`src/rtl/median_ctrl.sv`:
```
// Control sequencer for the 9-register median stage: gates pixel loads into the stage,
// then drives the compare/bypass schedule and flags when the stage output holds the median.
module median_ctrl #(
  parameter int unsigned NUM_REGISTERS = 9,
  parameter int unsigned CNT_W         = 4,
  parameter int unsigned PASS_W        = 3
) (
  input  logic CLK,
  input  logic nRST,
  input  logic DSI,
  output logic MED_DSI,
  output logic MED_BYP,
  output logic DSO,
  output logic BUSY
);

  localparam int unsigned LAST_PASS = (NUM_REGISTERS - 1) / 2;
  localparam int unsigned FINAL_LEN = (NUM_REGISTERS - 1) / 2;

  localparam logic [CNT_W-1:0]  CNT_LAST   = CNT_W'(NUM_REGISTERS - 1);
  localparam logic [CNT_W-1:0]  CNT_FINAL  = CNT_W'(FINAL_LEN - 1);
  localparam logic [PASS_W-1:0] PASS_FINAL = PASS_W'(LAST_PASS);

  typedef enum logic [1:0] {
    IDLE = 2'd0,
    LOAD = 2'd1,
    SORT = 2'd2,
    DONE = 2'd3
  } state_t;

  state_t              state;
  logic [CNT_W-1:0]    cnt;
  logic [PASS_W-1:0]   pass;

  // Sequencer: state, cycle/pass counters and the registered DSO/BUSY flags.
  always_ff @(posedge CLK or negedge nRST) begin
    if (!nRST) begin
      state <= IDLE;
      cnt   <= '0;
      pass  <= '0;
      DSO   <= 1'b0;
      BUSY  <= 1'b0;
    end else begin
      case (state)
        IDLE: begin
          DSO <= 1'b0;
          if (DSI) begin
            state <= LOAD;
            cnt   <= CNT_W'(1);
            BUSY  <= 1'b1;
          end
        end
        LOAD: begin
          if (!DSI) begin
            // Short burst: drop the window; the next one fully reloads the stage.
            state <= IDLE;
            cnt   <= '0;
            BUSY  <= 1'b0;
          end else if (cnt == CNT_LAST) begin
            state <= SORT;
            cnt   <= '0;
            pass  <= '0;
          end else begin
            cnt <= cnt + CNT_W'(1);
          end
        end
        SORT: begin
          if (pass == PASS_FINAL) begin
            if (cnt == CNT_FINAL) begin
              state <= DONE;
              cnt   <= '0;
              pass  <= '0;
              DSO   <= 1'b1;
              BUSY  <= 1'b0;
            end else begin
              cnt <= cnt + CNT_W'(1);
            end
          end else if (cnt == CNT_LAST) begin
            cnt  <= '0;
            pass <= pass + PASS_W'(1);
          end else begin
            cnt <= cnt + CNT_W'(1);
          end
        end
        DONE: begin
          DSO <= 1'b0;
          if (DSI) begin
            state <= LOAD;
            cnt   <= CNT_W'(1);
            BUSY  <= 1'b1;
          end else begin
            state <= IDLE;
            BUSY  <= 1'b0;
          end
        end
        default: begin
          state <= IDLE;
          cnt   <= '0;
          pass  <= '0;
          DSO   <= 1'b0;
          BUSY  <= 1'b0;
        end
      endcase
    end
  end

  // Stage controls: loads blocked while sorting; pass p compares N-1-p cycles then bypasses.
  always_comb begin
    MED_DSI = DSI & (state != SORT);
    MED_BYP = 1'b1;
    if (state == SORT) begin
      if (pass == PASS_FINAL) begin
        MED_BYP = 1'b0;
      end else begin
        MED_BYP = (32'(cnt) + 32'(pass)) >= (NUM_REGISTERS - 1);
      end
    end
  end

endmodule

```
`config.mk`:
```
export PLATFORM = sky130hd
export DESIGN_NAME = median_ctrl
export DESIGN_NICKNAME = d
export VERILOG_FILES = /design/src/rtl/median_ctrl.sv
export SDC_FILE = /design/constraint.sdc
export NUM_CORES = 1
export LEC_CHECK = 0
export ABC_AREA = 1
export BUFFER_PORTS_ARGS = -buffer_cell sky130_fd_sc_hd__buf_4
export CAP_MARGIN = 20
export CELL_PAD_IN_SITES_DETAIL_PLACEMENT = 0
export CELL_PAD_IN_SITES_GLOBAL_PLACEMENT = 1
export CORE_UTILIZATION = 48
export CTS_BUF_LIST = sky130_fd_sc_hd__clkbuf_8
export DETAILED_ROUTE_END_ITERATION = 8
export PLACE_DENSITY = 0.82
export SLEW_MARGIN = 0
export SYNTH_ARGS = -nofsm -noshare
export SYNTH_HDL_FRONTEND = slang
export SYNTH_SLANG_ARGS = --single-unit
```
`constraint.sdc`:
```
create_clock -name CLK -period 3 [get_ports CLK]
set_input_delay 0.15 -clock CLK [delete_from_list [all_inputs] [get_ports CLK]]
set_output_delay 0.15 -clock CLK [all_outputs]
set_load 0.05 [all_outputs]
```
==> results of run 1 <==
power groups by stage:
stage	sequential, mW	clock, mW	combinational (mW)
6_report	0.253	0.145	0.509
5_1_grt	0.262	0.156	0.581
4_1_cts	0.253	0.148	0.515
3_5_place_dp	0.253	0	0.511
3_3_place_gp	0.253	0	0.507
2_1_floorplan	0.289	0	0.364
sequential cells by signal, indices dropped and copies added, names as in the netlist, named ones only:
name and flops:
state 1, pass 3, BUSY 1, cnt 4
DSO 1
cell families (layout without fill, tap and decap cells):
family | after synthesis | after routing | synth area share
simple gates | 48 | 48 | 0.247
buf+inv | 19 | 29 | 0.0882
compound gates | 17 | 17 | 0.125
fa+ha+maj | 12 | 12 | 0.185
flops | 11 | 11 | 0.324
xor+xnor | 3 | 3 | 0.0309
worst min path at each step:
| stage | startpoint | slack, ns | depth (start not counted) | to |
|---|---|---|---|---|
| final | DSI | 0.24 | 3 | BUSY |
| after global routing | DSI | 0.28 | 3 | BUSY |
| after CTS | DSI | 0.23 | 3 | BUSY |
| after detailed placement | nRST | -0.0006 | 1 | cnt[2] |
| after global placement | nRST | -0.008 | 1 | cnt[3] |
| after floorplan | nRST | -0.15 | 0 | BUSY |
critical path: cells and delay by family (launching register included):
kind,cells,cell delay (ns)
adder cells (fa/ha/maj),2,0.54
buffers and inverters,2,0.24
flip-flops,1,0.42
AND/OR/NAND/NOR,5,0.27
routing by layer:
metal,up-vias,share of wire,track usage
met1,298,0.52,0.276
met2,5,0.45,0.265
met4,0,0.0060,0.0727
met5,-,0,0
met3,2,0.020,0.0367
li1,365,-,-
synthesized netlist by cell type (all sizes together):
| cell | count | area [um2] |
|---|---|---|
| a21oi | 7 | 46.3 |
| nor2 | 13 | 56.3 |
| ha | 11 | 138 |
| nand4 | 1 | 6.26 |
| o211ai | 1 | 7.51 |
| xor2 | 2 | 17.5 |
| fa | 1 | 20.0 |
| buf | 1 | 7.51 |
| inv | 18 | 67.6 |
| o21ai | 8 | 40.0 |
| nand2 | 28 | 113 |
| dfrtp | 11 | 275 |
| xnor2 | 1 | 8.76 |
| nand3 | 6 | 35.0 |
| o22ai | 1 | 12.5 |
cell type report:
class                      count  area, um2  area share
tap                           16       20.0      0.0208
clock buffer                   3       41.3      0.0429
timing repair buffer           7       55.1      0.0571
clock inverter                 1       3.75     0.00390
sequential                    11        275       0.286
multi-input combinational     80        500       0.519
inverter                      18       67.6      0.0701
==> flow_summary_export.csv, run 1 <==
group,metric,value,unit
pwr,switching_power,444,uW
timing,fin_ws,1.13,ns
final_layout,area_growth,13.2,%
setup_path,start_kind,"flop",
placement,dp_slack,1.40,ns
pwr,pwr-share-clk,0.160,
floorplan,io_pins,7,
timing,finalSetupTns,0,ns
timing,setup_viol,0,
setup_path,endpoint_kind,"primary output",
setup_path,timing.rr.end,"cnt[0]",
floorplan,core,1580,um2
clock_network,holdBufCountCts,1,
setup_path,r2r_setup_slack,1.41,ns
final_layout,finalInstanceArea,963,um2
yosys,synth_seq_cells,11,
placement,gp_congestion,0.738,
setup_path,arrival,1.72,ns
timing,hold_violations,0,
floorplan,floorplan.die_area,1940,um2
clock_network,cts_root_buf,"clkbuf_8",
routing,drc,0,
routing,via_count,670,
min_path,hold_path.class,"in -> reg",
clock_network,clock-sinks,11,
yosys,syn_inst,110,
timing,fin_crit,1.87,ns
setup_path,endpoint,"MED_BYP",
placement,placed_area,908,um2
routing,drt_first_pass_iters,3,
final_layout,fin_nets,136,
pwr,combinationalPowerShare,0.561,
floorplan,rows,14,
routing,wl_per_cell,11.0,um
timing,finClkSkew,0.00369,ns
timing,final_max_slew_viol_count,0,
setup_path,path_common_cell,"nand2_1",
yosys,syn_area_per_cell,7.73,um2
pwr,powerDensity,941,nW/um2
global_routing,grtUsageTotal,0.186,
clock_network,post-cts-setup-buffer-count,0,
routing,drt_iter0_drc,9,
final_layout,post-route-util,0.611,
setup_path,worstPathMaxFanout,5,
final_layout,final_cell_mix,"25 x nand2_1, 18 x inv_1, 12 x nor2_1",
setup_path,cp_cell_sequence,"ha_1 -> inv_1 -> fa_1 -> nand2_1 -> nand2_1 -> nand2_1 -> nand2_1 -> nand2_1 -> buf_4",
yosys,yosys_warnings,0,
pwr,finalPower,907,uW
routing,antenna_left,0,
yosys,syn-num-nets,125,
timing,fmax,536,MHz
routing,via_per_inst,4.93,
clock_network,cts_buffers,3,
global_routing,antenna_found_initial,0,
clock_network,cts_max_path_buffers,2,
global_routing,grt-ovfl-total,0,
timing,rsz0062_at_grt,"false",
setup_path,max_stage_delay,0.42,ns
floorplan,start_util,0.540,
yosys,yosysSeqAreaShare,0.324,
setup_path,reg2reg_depth,8,
pwr,leakage,0.485,nW
final_layout,layout_commonest_cell,"nand2_1",
timing,relSlewSlack,0.810,
flow_run,drv_cap,0,
routing,routed_wl,1.50,mm
global_routing,grt_pass1_wl,2.66,mm
clock_network,htree_levels,1,
yosys,syn_area,851,um2
setup_path,r2r_start,"state[0]",
pwr,seqPwrFrac,0.279,
final_layout,antenna_cells,0,
placement,dpl.hpwl,1.18,mm
pwr,p_int,463,uW
placement,dpl.cell_count,131,
final_layout,drive_above_1_share,0.142,
final_layout,instances_no_fill,136,
setup_path,worstSetupPathType,"reg -> out",
final_layout,fillers,160,
setup_path,worst_path_max_delay_cell,"dfrtp_1",
pwr,swShare,0.489,
floorplan,dieWidth,44.1,um
timing,fin_crit_sh,0.622,
timing,tightest_slew,0.284,ns
yosys,ys_types,21,
timing,fin_hold_ws,0.238,ns
placement,io_buffers,6,
clock_network,clock_latency,0.24,ns
pwr,ir_drop,0.000533,V
clock_network,cts_tree,"done",
setup_path,startpoint,"cnt[0]",
global_routing,grt_max_degree,12,
status,status,"completed",
floorplan,dieHeight,44.1,um
clock_network,cts_resized,0,
global_routing,grt_pass1_vias,623,
clock_network,path_clk_slew,0.05,ns
setup_path,critPathRequiredTime,2.85,ns
(Power assumes the default switching activity.)
==> run 2: changes to the inputs <==
CORE_UTILIZATION = 45   (was 48)
PLACE_DENSITY = 0.77   (was 0.82)
clock period = 1.9 ns   (was 3 ns; I/O delays follow)
==> flow_summary_export.csv, run 2 (synthesis gave the netlist of run 1 again) <==
group,metric,value,unit
status,status,"completed",
floorplan,rows,15,
setup_path,arrival,1.68,ns
global_routing,antenna_found_initial,0,
global_routing,grt-ovfl-total,0,
clock_network,cts_tree,"done",
timing,setup_viol,0,
timing,finClkSkew,0.00494,ns
setup_path,worst-path-buf-inv,2,
final_layout,reg_top3,"cnt x4, pass x3",
pwr,ir_drop,0.000867,V
routing,drt_first_pass_iters,4,
routing,drc,0,
final_layout,layout_commonest_cell,"nand2_1",
setup_path,critPathRequiredTime,1.80,ns
clock_network,cts_max_path_buffers,2,
placement,placed_area,920,um2
timing,relSlewSlack,0.830,
routing,via_count,707,
global_routing,grt_pass1_vias,628,
final_layout,final_cell_mix,"25 x nand2_1, 18 x inv_1, 12 x nor2_1",
placement,dpl.hpwl,1.22,mm
placement,dpl.cell_count,140,
final_layout,drive_above_1_share,0.150,
pwr,finalPower,1.44,mW
placement,dp_slack,0.326,ns
timing,hold_violations,0,
final_layout,fillers,183,
routing,via_per_inst,4.88,
clock_network,clock_latency,0.24,ns
floorplan,core,1750,um2
routing,drt_iter0_drc,27,
min_path,hold_path.class,"in -> reg",
timing,fmax,563,MHz
routing,antenna_left,0,
final_layout,fin_nets,136,
placement,io_buffers,6,
timing,tightest_slew,0.256,ns
final_layout,largest_register_ff_count,4,
setup_path,worstPathMaxFanout,4,
final_layout,post-route-util,0.561,
final_layout,instances_no_fill,145,
global_routing,grt_pass1_wl,2.67,mm
setup_path,worstSetupPathType,"reg -> out",
final_layout,finalInstanceArea,980,um2
clock_network,path_clk_slew,0.05,ns
global_routing,grtUsageTotal,0.185,
clock_network,htree_levels,1,
timing,fin_ws,0.125,ns
final_layout,regMostFlops,"cnt",
global_routing,grt_max_degree,12,
placement,gp_congestion,0.787,
clock_network,cts_buffers,3,
timing,finalSetupTns,0,ns
timing,fin_hold_ws,0.190,ns
floorplan,floorplan.die_area,2070,um2
pwr,leakage,0.485,nW
setup_path,path_common_cell,"nand2_1",
final_layout,area_growth,15.1,%
setup_path,endpoint_kind,"primary output",
setup_path,worst_path_max_delay_cell,"dfrtp_1",
flow_run,drv_cap,0,
clock_network,cts_root_buf,"clkbuf_8",
timing,fin_crit_sh,0.934,
timing,fin_crit,1.78,ns
floorplan,io_pins,7,
floorplan,dieWidth,45.5,um
clock_network,clock-sinks,11,
routing,routed_wl,1.54,mm
setup_path,cp_cell_sequence,"ha_1 -> inv_1 -> fa_1 -> nand2_1 -> nand2_1 -> nand2_1 -> nand2_1 -> nand2_1 -> buf_6",
setup_path,start_kind,"flop",
timing,final_max_slew_viol_count,0,
floorplan,dieHeight,45.5,um
routing,wl_per_cell,10.6,um
pwr,powerDensity,1470,nW/um2
setup_path,critPathTopFamily,"adder cells",
timing,rsz0062_at_grt,"false",
clock_network,post-cts-setup-buffer-count,0,
final_layout,antenna_cells,0,
floorplan,start_util,0.487,
setup_path,max_stage_delay,0.41,ns
[run 2: timing repair]
item / CTS / global route
hold buffers: 1 / 0
gates resized for setup: 0 / 2
setup endpoints to repair: 0 / 1
hold endpoints to repair: 11 / 0
[run 2: routing by layer]
metal / global-route usage / share of wire / vias up
met5: 0 / 0 / -
li1: - / - / 367
met4: 0.115 / 0.027 / 0
met1: 0.241 / 0.48 / 322
met3: 0.0357 / 0.032 / 5
met2: 0.277 / 0.46 / 13
[run 2: area by class of cell]
cell class              instances  area, um2  share of cell area
multi-input cells              80        500               0.511
flip-flops and latches         11        277               0.282
inverters                      18       67.6              0.0690
repair buffers                  7       58.8              0.0600
clock buffers                   3       41.3              0.0421
well taps                      25       31.3              0.0319
clock inverters                 1       3.75             0.00383
[run 2: worst min-delay path, cell delays in order]
cell and delay, ns:
buf_4 0.11, a21oi_1 0.06, o21ai_1 0.12
[run 2: final timing paths]
kind	startpoint	to	slack (ns)	cells past startpoint
setup reg to reg	state[0]	cnt[0]	0.38	8
max in group asynchronous	nRST	cnt[0]	1.50	2
hold reg to reg	BUSY	BUSY	0.49	2
setup / recovery	pass[0]	MED_BYP	0.12	9
hold / removal	DSI	BUSY	0.19	3
min in group asynchronous	nRST	cnt[1]	0.23	2
[run 2: where the power goes]
group          leakage (nW)  internal [mW]  switching, mW  total [mW]
clock                0.0269          0.142         0.0875       0.229
sequential            0.142          0.318         0.0854       0.403
combinational         0.316          0.280          0.524       0.804
